## config.mk

```make
export PLATFORM = sky130hd
export DESIGN_NAME = music_player
export DESIGN_NICKNAME = d
export VERILOG_FILES = /design/src/rtl/music_pkg.sv /design/src/rtl/music_player_tone_gen.sv /design/src/rtl/music_player.sv
export SDC_FILE = /design/constraint.sdc
export NUM_CORES = 1
export LEC_CHECK = 0
export ABC_CLOCK_PERIOD_IN_PS = 19350
export CORE_MARGIN = 2
export CORE_UTILIZATION = 61
export CTS_CLUSTER_SIZE = 14
export DETAILED_ROUTE_END_ITERATION = 8
export PLACE_DENSITY = 0.82
export SYNTH_ARGS = -nofsm -noshare
export SYNTH_HDL_FRONTEND = slang
export SYNTH_SLANG_ARGS = --single-unit
```

## constraint.sdc

```tcl
create_clock -name clk -period 19.35 [get_ports clk]
set_clock_uncertainty 0.15 [all_clocks]
set_input_delay 1.935 -clock clk [delete_from_list [all_inputs] [get_ports clk]]
set_output_delay 1.935 -clock clk [all_outputs]
set_load 0.02 [all_outputs]
```

## src/rtl/music_pkg.sv

```systemverilog
// Shared types and constants for the music_player score sequencer:
// FSM state, octave selector, note field offsets and pitch tables.
package music_pkg;

  typedef enum logic [2:0] {
    ST_IDLE,
    ST_LOAD,
    ST_PLAY,
    ST_GAP,
    ST_FINISH
  } state_e;

  typedef enum logic [1:0] {
    OCT_LOW,
    OCT_MED,
    OCT_HIGH
  } octave_e;

  localparam int TONE_W   = 20;
  localparam int NIB_W    = 4;
  localparam int HIGH_LSB = 8;
  localparam int MED_LSB  = 4;
  localparam int LOW_LSB  = 0;

  // Pitch in Hz for scale degrees 1..7 of each octave.
  localparam int FREQ_LOW  [7] = '{262, 294, 330, 349, 392, 440, 494};
  localparam int FREQ_MED  [7] = '{523, 587, 659, 698, 784, 880, 988};
  localparam int FREQ_HIGH [7] = '{1047, 1175, 1319, 1397, 1568, 1760, 1976};

  // Only ever called with constant arguments, so it folds at elaboration.
  function automatic logic [TONE_W-1:0] half_period(input int clk_freq, input int f);
    return TONE_W'(clk_freq / (2 * f));
  endfunction

endpackage

```

## src/rtl/music_player_tone_gen.sv

```systemverilog
// Square-wave generator: half-period counter plus toggle flop. The output is
// the toggle flop's next value so the parent can register it with gating.
module tone_gen
  import music_pkg::*;
(
  input  logic              clk,
  input  logic              rst_n,
  input  logic              en,
  input  logic              clr,
  input  logic [TONE_W-1:0] half,
  output logic              buzzer
);

  logic [TONE_W-1:0] cnt_q, cnt_d;
  logic              tog_q, tog_d;

  // NOTE: every signal written here gets a default first, so no path can
  // leave it unassigned and infer a latch.
  always_comb begin
    cnt_d = cnt_q;
    tog_d = tog_q;
    if (clr) begin
      cnt_d = '0;
      tog_d = 1'b0;
    end else if (en) begin
      if (cnt_q == half - TONE_W'(1)) begin
        cnt_d = '0;
        tog_d = ~tog_q;
      end else begin
        cnt_d = cnt_q + TONE_W'(1);
      end
    end
  end

  // NOTE: state flops use non-blocking assignments so every flop samples the
  // values from before the edge, independent of statement order.
  always_ff @(posedge clk or negedge rst_n) begin
    if (!rst_n) begin
      cnt_q <= '0;
      tog_q <= 1'b0;
    end else begin
      cnt_q <= cnt_d;
      tog_q <= tog_d;
    end
  end

  assign buzzer = tog_d;

endmodule

```

## src/rtl/music_player.sv

```systemverilog
// Score sequencer: walks the note ROM, holds each note for one beat with a
// trailing silent gap, and drives the buzzer. MUSIC_PLAYER_TEMPO_EN adds a
// 2-bit tempo input that halves or doubles the slot length.
module music_player
  import music_pkg::*;
#(
  parameter int CLK_FREQ    = 100_000_000,
  parameter int BEAT_CYCLES = 25_000_000,
  parameter int GAP_CYCLES  = 2_000_000,
  parameter int ROM_DEPTH   = 96,
  parameter int ADDR_WIDTH  = 7,
  parameter int ROM_WIDTH   = 12
) (
  input  logic                  clk,
  input  logic                  rst_n,
  input  logic                  start,
  input  logic                  stop,
  input  logic                  pause,
  input  logic                  loop_en,
`ifdef MUSIC_PLAYER_TEMPO_EN
  input  logic [1:0]            tempo,
`endif
  output logic [ADDR_WIDTH-1:0] rom_addr,
  input  logic [ROM_WIDTH-1:0]  rom_data,
  output logic [ROM_WIDTH-1:0]  note_code,
  output logic                  buzzer,
  output logic                  busy,
  output logic                  done
);

  localparam int CNT_W = $clog2(2 * BEAT_CYCLES + 1);
  localparam logic [CNT_W-1:0] PLAY_LEN = CNT_W'(BEAT_CYCLES - GAP_CYCLES);
  localparam logic [CNT_W-1:0] GAP_LEN  = CNT_W'(GAP_CYCLES);
  localparam logic [ADDR_WIDTH-1:0] LAST_ADDR = ADDR_WIDTH'(ROM_DEPTH - 1);

  state_e                state_q, state_d;
  logic [CNT_W-1:0]      cnt_q, cnt_d;
  logic [ADDR_WIDTH-1:0] rom_addr_q, rom_addr_d;
  logic [ROM_WIDTH-1:0]  note_code_q, note_code_d;
  logic                  buzzer_q, buzzer_d;
  logic                  busy_q, busy_d;
  logic                  done_q, done_d;
  logic [CNT_W-1:0]      play_len, gap_len;

`ifdef MUSIC_PLAYER_TEMPO_EN
  localparam int GAP_FAST_I = (GAP_CYCLES / 2 > 0) ? GAP_CYCLES / 2 : 1;
  localparam logic [CNT_W-1:0] GAP_FAST  = CNT_W'(GAP_FAST_I);
  localparam logic [CNT_W-1:0] PLAY_FAST = CNT_W'(BEAT_CYCLES / 2 - GAP_FAST_I);
  localparam logic [CNT_W-1:0] GAP_SLOW  = CNT_W'(GAP_CYCLES * 2);
  localparam logic [CNT_W-1:0] PLAY_SLOW = CNT_W'((BEAT_CYCLES - GAP_CYCLES) * 2);

  logic [1:0] tempo_q, tempo_d;

  // Tempo is captured as the note loads and holds for the whole slot.
  always_comb begin
    tempo_d = tempo_q;
    if (state_q == ST_LOAD && !pause && !stop) tempo_d = tempo;
  end

  always_ff @(posedge clk or negedge rst_n) begin
    if (!rst_n) tempo_q <= 2'b00;
    else        tempo_q <= tempo_d;
  end

  always_comb begin
    play_len = PLAY_LEN;
    gap_len  = GAP_LEN;
    case (tempo_q)
      2'b01: begin
        play_len = PLAY_FAST;
        gap_len  = GAP_FAST;
      end
      2'b10: begin
        play_len = PLAY_SLOW;
        gap_len  = GAP_SLOW;
      end
      default: ;
    endcase
  end
`else
  assign play_len = PLAY_LEN;
  assign gap_len  = GAP_LEN;
`endif

  // Pitch tables folded to half-period constants.
  logic [TONE_W-1:0] half_low [7];
  logic [TONE_W-1:0] half_med [7];
  logic [TONE_W-1:0] half_high [7];

  for (genvar i = 0; i < 7; i++) begin : g_half
    assign half_low[i]  = half_period(CLK_FREQ, FREQ_LOW[i]);
    assign half_med[i]  = half_period(CLK_FREQ, FREQ_MED[i]);
    assign half_high[i] = half_period(CLK_FREQ, FREQ_HIGH[i]);
  end

  // Decode works off the registered note, never the raw ROM word.
  logic [NIB_W-1:0]  sel_nib;
  octave_e           sel_oct;
  logic              rest;
  logic [2:0]        degree;
  logic [TONE_W-1:0] tone_half;

  always_comb begin
    sel_nib = note_code_q[LOW_LSB +: NIB_W];
    sel_oct = OCT_LOW;
    if (note_code_q[HIGH_LSB +: NIB_W] != '0) begin
      sel_nib = note_code_q[HIGH_LSB +: NIB_W];
      sel_oct = OCT_HIGH;
    end else if (note_code_q[MED_LSB +: NIB_W] != '0) begin
      sel_nib = note_code_q[MED_LSB +: NIB_W];
      sel_oct = OCT_MED;
    end
    rest   = (sel_nib == '0) || sel_nib[3];
    degree = rest ? 3'd0 : sel_nib[2:0] - 3'd1;
    case (sel_oct)
      OCT_HIGH: tone_half = half_high[degree];
      OCT_MED:  tone_half = half_med[degree];
      default:  tone_half = half_low[degree];
    endcase
  end

  logic tone_en, tone_clr, tone_next;

  tone_gen u_tone (
    .clk    (clk),
    .rst_n  (rst_n),
    .en     (tone_en),
    .clr    (tone_clr),
    .half   (tone_half),
    .buzzer (tone_next)
  );

  always_comb begin
    state_d     = state_q;
    cnt_d       = cnt_q;
    rom_addr_d  = rom_addr_q;
    note_code_d = note_code_q;
    tone_en     = 1'b0;
    // Outside PLAY the tone restarts from phase zero, so each note begins low.
    tone_clr    = (state_q != ST_PLAY) || stop;

    if (stop) begin
      state_d    = ST_IDLE;
      cnt_d      = '0;
      rom_addr_d = '0;
    end else begin
      case (state_q)
        ST_IDLE: begin
          if (start) begin
            state_d    = ST_LOAD;
            cnt_d      = '0;
            rom_addr_d = '0;
          end
        end
        ST_LOAD: begin
          if (!pause) begin
            note_code_d = rom_data;
            cnt_d       = '0;
            state_d     = ST_PLAY;
          end
        end
        ST_PLAY: begin
          if (!pause) begin
            tone_en = !rest;
            if (cnt_q == play_len - CNT_W'(1)) begin
              cnt_d   = '0;
              state_d = ST_GAP;
            end else begin
              cnt_d = cnt_q + CNT_W'(1);
            end
          end
        end
        ST_GAP: begin
          if (!pause) begin
            if (cnt_q == gap_len - CNT_W'(1)) begin
              cnt_d = '0;
              if (rom_addr_q < LAST_ADDR) begin
                rom_addr_d = rom_addr_q + ADDR_WIDTH'(1);
                state_d    = ST_LOAD;
              end else if (loop_en) begin
                rom_addr_d = '0;
                state_d    = ST_LOAD;
              end else begin
                state_d = ST_FINISH;
              end
            end else begin
              cnt_d = cnt_q + CNT_W'(1);
            end
          end
        end
        ST_FINISH: begin
          state_d    = ST_IDLE;
          rom_addr_d = '0;
        end
        default: state_d = ST_IDLE;
      endcase
    end

    buzzer_d = tone_next && (state_d == ST_PLAY) && !pause && !rest;
    busy_d   = (state_d != ST_IDLE);
    done_d   = (state_d == ST_FINISH);
  end

  always_ff @(posedge clk or negedge rst_n) begin
    if (!rst_n) begin
      state_q     <= ST_IDLE;
      cnt_q       <= '0;
      rom_addr_q  <= '0;
      note_code_q <= '0;
      buzzer_q    <= 1'b0;
      busy_q      <= 1'b0;
      done_q      <= 1'b0;
    end else begin
      state_q     <= state_d;
      cnt_q       <= cnt_d;
      rom_addr_q  <= rom_addr_d;
      note_code_q <= note_code_d;
      buzzer_q    <= buzzer_d;
      busy_q      <= busy_d;
      done_q      <= done_d;
    end
  end

  assign rom_addr  = rom_addr_q;
  assign note_code = note_code_q;
  assign buzzer    = buzzer_q;
  assign busy      = busy_q;
  assign done      = done_q;

endmodule

```

==> After elaboration in Yosys (flattened, before gate mapping) <==
Memories as Yosys holds them, arrays and structs flattened.
Cells that the tools add are included.
{ "word_totals": {"register_bits": 72, "romBits": 480, "output_inout_bits": 22, "word_cells": 105, "n_memories": 3} }
{ "op_classes": {"add_sub_neg": 5, "order_cmp": 2, "eq_ne": 18, "mux": 46, "bitwise_logic": 4, "reduce_logical": 18} }
{ "memory_table": {"columns": ["name", "words", "word_bits", "rd", "rd_clocked_by_memory_dff", "write_ports", "line", "rtl"], "rows": [
  ["(name not given)", 8, 20, 1, 0, 0, "music_player.sv:118", "default: tone_half = half_low[degree];"],
  ["(name not given)", 8, 20, 1, 0, 0, "music_player.sv:117", "OCT_MED: tone_half = half_med[degree];"],
  ["(name not given)", 8, 20, 1, 0, 0, "music_player.sv:116", "OCT_HIGH: tone_half = half_high[degree];"]
]} }
{ "op_table": {"columns": ["op", "n"], "rows": [
  ["26-bit two-way mux", 7],
  ["20-bit two-way mux", 9],
  ["26-bit case mux with 4 select lines", 1],
  ["7-bit two-way mux", 6],
  ["20-bit case mux with 2 select lines", 1],
  ["3-bit two-way mux", 10],
  ["26-bit by 1-bit adder with 26-bit output (second input constant)", 1],
  ["26-bit by 21-bit == test with 1-bit output (second input constant)", 1],
  ["26-bit by 25-bit == test with 1-bit output (second input constant)", 1],
  ["7-bit case mux with 3 select lines", 1],
  ["20-bit by 1-bit adder with 20-bit output (second input constant)", 1],
  ["20-bit == test", 1],
  ["20-bit by 1-bit subtractor with 20-bit output (second input constant)", 1],
  ["3-bit != test (second input constant)", 5],
  ["3-bit case mux with 4 select lines", 1],
  ["4-bit nonzero test", 3],
  ["5-bit AND reduction", 2],
  ["3-bit by 2-bit == test with 1-bit output (second input constant)", 3],
  ["4-bit two-way mux", 2],
  ["7-bit by 1-bit adder with 7-bit output (second input constant)", 1],
  ["7-bit < comparator (second input constant)", 1],
  ["1-bit two-way mux", 7],
  ["3-bit == test (second input constant)", 2],
  ["5-bit nonzero test", 1],
  ["18 further kinds", 24]
]} }

==> Logic depth before layout (Yosys ltp) <==
{ "logic_depth": {"ltp_word": 19, "depth_mapped": 29, "depth_no_buf": 25} }

==> By module <==
A second synthesis with hierarchy kept.
{ "hier_totals": {"hier_cells": 699, "area_unflattened_um2": 5967.0} }
{ "by_module_without_submodules": {"columns": ["module", "n_inst", "cells_per_inst", "area_per_inst_um2", "seq_area_each_um2"], "rows": [
  ["music_player", 1, 464, 4021.4, 1276.2],
  ["tone_gen", 1, 235, 1945.6, 525.5]
]} }

==> Worst setup path after synthesis <==
Ideal clock, no wire load.
{ "synth_path": {"kind": "reg2reg", "startpoint": "reg note_code_q[8] (netlist: note_code[8])", "endpoint": "reg buzzer_q (netlist: buzzer)", "setup_time_ns": 0.094, "t_arrival_ns": 6.185, "required_ns": 19.106, "slack_ns": 12.921, "stages_incl_launch_ff": 29, "n_path_buf": 4, "cell_sequence": "dfrtp_1 -> clkbuf_1 -> or4_1 -> clkbuf_1 -> buf_1 -> nor2_1 -> nor2_1 -> ha_1 -> nor3b_1 -> a32oi_1 -> nand3_1 -> nor2_1 -> inv_1 -> ha_1 -> clkbuf_1 -> nand2b_1 -> mux2i_1 -> a211o_1 -> a211o_1 -> inv_1 -> ha_1 -> xnor2_1 -> or3_1 -> a211oi_1 -> and4_1 -> nand4_1 -> or4_4 -> or3_1 -> a211oi_1"} }
{ "synth_between": {"elab_chain_cells": 18, "word_cells_on_any_way": 32, "classes_between": "add/sub (2); eq/ne (3); mux (16); bitwise (1); reduce/logical (7); memory (3)"} }
{ "synth_lines": {"columns": ["item", "line", "rtl"], "rows": [
  ["start: declaration", "music_player.sv:39", "logic [ROM_WIDTH-1:0] note_code_q, note_code_d;"],
  ["start signal: assignment", "music_player.sv:217", "note_code_q <= note_code_d;"],
  ["parallel branches: the longest is 17 deep, another holds memory read 8 x 20 bit", null, null],
  ["1-bit logical AND (*)", "music_player.sv:199", "buzzer_d = tone_next && (state_d == ST_PLAY) && !pause && !rest;"],
  ["named net buzzer_d", "music_player.sv:40", "logic buzzer_q, buzzer_d;"],
  ["end signal: assignment", "music_player.sv:218", "buzzer_q <= buzzer_d;"],
  ["end: declaration", "music_player.sv:40", null]
]} }
Mark *: on every way through the listed nets, which the timed path passes. The select of a mux whose other input is x is not followed.
A chain may end at the register's enable or synchronous reset.

==> Final worst setup path <==
{ "layout_path": {"startpoint": "reg note_code_q[8] (netlist: note_code[8])", "endpoint": "reg u_tone.tog_q"} }
{ "layout_between": {"elab_chain_cells": 15, "word_cells_on_any_way": 29, "classes_between": "add/sub (2); eq/ne (3); mux (16); bitwise (1); reduce/logical (4); memory (3)"} }
{ "layout_lines": {"columns": ["item", "line", "rtl"], "rows": [
  ["parallel branches: the longest is 13 deep, another holds memory read 8 x 20 bit", null, null],
  ["1-bit two-way mux (*)", "music_player_tone_gen.sv:25", "end else if (en) begin"],
  ["1-bit two-way mux (*)", "music_player_tone_gen.sv:22", "if (clr) begin"],
  ["named net tone_next", "music_player.sv:122", "logic tone_en, tone_clr, tone_next;"],
  ["end signal: assignment", "music_player_tone_gen.sv:43", "tog_q <= tog_d;"],
  ["end: declaration", "music_player_tone_gen.sv:15", "logic tog_q, tog_d;"]
]} }
Marks and branches as above.

==> impl_metrics.ini <==
[synthesis]
synthAdderAreaFrac = 0.0252
postSynth.topFlopCell = sky130_fd_sc_hd__dfrtp_1
synth_edf_count = 0
postSynth.asyncResetShare = 1.00
sequential_area_share_after_synthesis = 0.329
synthesis.yosys.warnings = 0
postSynthAreaPerCell_um2 = 7.88
synthesis.nets = 723
synthMuxAreaShare = 0.0451
synth_seq_cells = 72
synth_top_family_by_area = simple AND/OR/NAND/NOR gates
synth_simple_gate_area_share = 0.297
count_of_distinct_cell_types_in_the_synthesized_netlist = 71
synth_compound_gate_area_share = 0.215
syn-instance-count = 694
synth_xor_area_frac = 0.0448
mappedNetlistArea_um2 = 5470

[floorplanning]
die_height_um = 98.7
design.die.area_um2 = 9740
io_pins = 40
num_rows = 34
die_width_um = 98.7
floorplan.initialDensity = 0.627
placeableCoreArea_um2 = 8720

[clock_network]
cts_tree = built
tritoncts_num_sinks = 72
deepest_clock_path_buffer_count = 2
worstSkewPairLatency_ns = 0.36
clk_transition_reported_paths_ns = 0.08
cts-resized-gates = 0
cts.repair_timing.setup_buffer_count = 0
cts_bufs_inserted = 9
root_buffer = sky130_fd_sc_hd__clkbuf_8
cts_hold_repair.buffers = 0
ctsHtreeMaxLevel = 3

[setup_path]
worst_ep_required_time_ns = 19.47
worst_setup_path_end_kind = flip-flop
crit_path_max_delay_family = simple AND/OR/NAND/NOR gates
timing.reg2reg.setup_slack_ns = 11.90
path_class = flip-flop to flip-flop
critPathBufInv = 2
worst_ep_arrival_time_ns = 7.57
setup.worst_path.start_class = flip-flop
cell_type_of_the_slowest_stage_on_the_worst_timing_path = sky130_fd_sc_hd__nor4_2
startpoint_of_the_lowest_slack_register_to_register_path = note_code[8]$_DFFE_PN0P_
max_stage_delay_ns = 0.96
crit_fanout = 18
crit_path_cell_trace = or4_1 -> nor2_1 -> nor2_1 -> ha_1 -> nor3b_1 -> a32oi_1 -> nand3_1 -> nor2_1 -> inv_1 -> ha_1 -> nand2_1 -> mux2i_1 -> a211o_1 -> a211o_1 -> inv_1 -> ha_1 -> xnor2_1 -> or3_1 -> a211oi_1 -> nand2_1 -> nor3_1 -> nand4b_1 -> nor4_2 -> mux2i_1
cp-startpoint = note_code[8]$_DFFE_PN0P_

[sta]
worst_pin_slew_ns = 1.12
final.setup.tns_ns = 0
setup_violations = 0
clock.fmax_ghz = 0.134
holdWs_ns = 0.368
timing.final.crit_share = 0.385
min_period_ns = 7.45
hold_violations = 0
rsz0062_at_grt = no
final-max-slew-violation-count = 0
worst_slew_margin_rel = 0.236

[power_and_ir_drop]
internal_power_mw = 0.410
clock_power_share = 0.190
share_comb_of_total_power = 0.580
leakagePower_nw = 2.33
vdd.ir_drop.worst_mv = 0.0710
net-switching-power_mw = 0.368
powerDensity_nw_per_um2 = 127
total_power_mw = 0.778
switching_share = 0.473
p_seq_frac = 0.230

[placement]
portBuffers = 39
placed_cells = 812
dp_hpwl_mm = 11.1
dpl_cell_area_um2 = 5890
globalplace.congestion = 0.998

[detailed_routing]
drt-pass1-iter-count = 5
via_count = 5612
routedWlPerCell_um = 18.8
drc_violations_left = 0
antenna_left = 0
initialDrtViolationCount = 494
via_cell_ratio = 6.78
sum_of_routed_wire_length_over_all_layers_mm = 15.6

[cells_and_area]
num_antenna_cells = 0
drive_gt1_frac = 0.0736
nFillCells = 674
finalNonFillerCells = 828
syn2layout_area_growth_pct = 12.0
layout.nets = 744
final_area_um2 = 6130

[worst_hold_path]
hp-class = flip-flop to flip-flop
holdCritStartpoint = cnt_q[19]$_DFFE_PN0P_

[global_route]
globalRouteOverflowTotal = 0
wire_length_of_the_first_global_routing_pass_mm = 25.5
grt_max_degree = 73
grt_pass1_vias = 5235
grt_usage = 0.323
globalRouteMet2Util = 0.496
gr-max-usage-layer = met2
antenna_found_initial = 0
grt_util_met1 = 0.464
grtUsageMet3 = 0.0447

[status]
run_status = completed

[job]
max_cap_viol_count = 0
-- registers in the layout, indices dropped and copies added (netlist names) --
name          count
rom_addr          7
u_tone.tog_q      1
u_tone.cnt_q     20
buzzer            1
note_code        12
busy              1
cnt_q            26
state_q           3
done              1
-- cell type report --
cell class                      count  area [µm²]  area share
Inverter                           22        82.6      0.0135
Clock buffer                       10         128      0.0208
Multi-Input combinational cell    565        3430       0.560
Sequential cell                    72        1800       0.294
Timing Repair Buffer               45         433      0.0706
Tap cell                          108         135      0.0220
Clock inverter                      6         115      0.0188
-- power groups by stage --
stage,Clock [mW],Combinational [mW],Sequential [mW]
finish,0.148,0.452,0.179
global route,0.155,0.480,0.180
CTS,0.149,0.435,0.178
detailed placement,0,0.429,0.181
global placement,0,0.425,0.180
floorplan,0,0.328,0.178
-- metrics by stage --
step	util	setup WS (ns)
after floorplan	-	12.92
after global placement	0.675	12.54
after detailed placement	0.675	12.22
after CTS	0.703	12.10
after global routing	0.703	11.50
final	0.703	11.90
-- synthesized netlist by cell type, types with 6 or more instances --
library cell	count	area, µm²
sky130_fd_sc_hd__dfrtp_1	72	1800
sky130_fd_sc_hd__nor4_1	11	68.8
sky130_fd_sc_hd__a211oi_1	8	60.1
sky130_fd_sc_hd__nor2_1	70	263
sky130_fd_sc_hd__inv_1	22	82.6
sky130_fd_sc_hd__clkbuf_1	27	101
sky130_fd_sc_hd__nand4_1	11	68.8
sky130_fd_sc_hd__xor2_1	8	70.1
sky130_fd_sc_hd__mux2i_1	10	100
sky130_fd_sc_hd__nand2_1	79	297
sky130_fd_sc_hd__o21ai_0	71	355
sky130_fd_sc_hd__a21oi_1	23	115
sky130_fd_sc_hd__mux2_2	11	124
sky130_fd_sc_hd__o22ai_1	6	37.5
sky130_fd_sc_hd__and4_1	6	52.6
sky130_fd_sc_hd__or2_2	8	50.1
sky130_fd_sc_hd__xnor2_1	20	175
sky130_fd_sc_hd__nand3_1	36	180
sky130_fd_sc_hd__or3_1	8	50.1
sky130_fd_sc_hd__nand2b_1	9	56.3
sky130_fd_sc_hd__nor3_1	39	195
sky130_fd_sc_hd__o31ai_1	8	60.1
sky130_fd_sc_hd__o21ai_1	7	35.0
sky130_fd_sc_hd__ha_1	11	138
sky130_fd_sc_hd__and3_1	11	68.8
sky130_fd_sc_hd__o211ai_1	9	67.6
-- routing by layer --
layer	up-vias	wire, µm
met5	-	0
met4	0	442
met3	43	1350
met2	289	7140
met1	2694	6650
li1	2586	-
-- cell usage in the layout, fill, tap and decap left out, types with 6 or more instances in the layout --
master                            netlist  routed
sky130_fd_sc_hd__o21ai_1                7       7
sky130_fd_sc_hd__xnor2_1               20      20
sky130_fd_sc_hd__dfrtp_1               72      72
sky130_fd_sc_hd__nand2b_1               9       9
sky130_fd_sc_hd__o31ai_1                8       8
sky130_fd_sc_hd__mux2i_1               10      10
sky130_fd_sc_hd__clkdlybuf4s50_1        0      38
sky130_fd_sc_hd__a211oi_1               8       8
sky130_fd_sc_hd__nor3_1                39      39
sky130_fd_sc_hd__nor4_1                11      10
sky130_fd_sc_hd__o22ai_1                6       6
sky130_fd_sc_hd__buf_4                  0       7
sky130_fd_sc_hd__o211ai_1               9       9
sky130_fd_sc_hd__ha_1                  11      11
sky130_fd_sc_hd__a21oi_1               23      23
sky130_fd_sc_hd__xor2_1                 8       8
sky130_fd_sc_hd__and3_1                11      11
sky130_fd_sc_hd__nor2_1                70      70
sky130_fd_sc_hd__nand3_1               36      36
sky130_fd_sc_hd__or2_2                  8       8
sky130_fd_sc_hd__mux2_2                11      11
sky130_fd_sc_hd__inv_1                 22      22
sky130_fd_sc_hd__or3_1                  8       8
sky130_fd_sc_hd__nand4_1               11      11
sky130_fd_sc_hd__and4_1                 6       6
sky130_fd_sc_hd__o21ai_0               71      71
sky130_fd_sc_hd__clkbuf_8               0       9
sky130_fd_sc_hd__nand2_1               79      79
-- worst paths after layout --
| path | endpoint | depth (start not counted) |
|---|---|---|
| worst max-delay path | u_tone.tog_q$_DFF_PN0_ | 24 |
| min in group asynchronous | u_tone.cnt_q[15]$_DFFE_PN0P_ | 1 |
| worst max register to register | u_tone.tog_q$_DFF_PN0_ | 24 |
| worst min register to register | cnt_q[19]$_DFFE_PN0P_ | 1 |
| max in group asynchronous | cnt_q[21]$_DFFE_PN0P_ | 1 |
| worst min-delay path | cnt_q[19]$_DFFE_PN0P_ | 1 |
-- kinds of logic after synthesis --
family                     after synthesis
AOI/OAI and AO/OA                      182
adders and majority gates               11
DFF                                     72
buffers and inverters                   57
xor gates and xnor gates                28
and+or+nand+nor                        322
muxes                                   22
-- worst register-to-register path: cells and delay by family (launching register included) --
family | cells | cell delay, ns
XOR/XNOR | 1 | 0.16
buffers and inverters | 2 | 0.20
adder cells (fa/ha/maj) | 3 | 0.84
flip-flops | 1 | 0.53
multiplexers | 2 | 0.36
AND/OR/NAND/NOR | 12 | 3.86
AO/OA/AOI/OAI | 4 | 1.25
No activity file was read; power rests on OpenSTA's default activity.
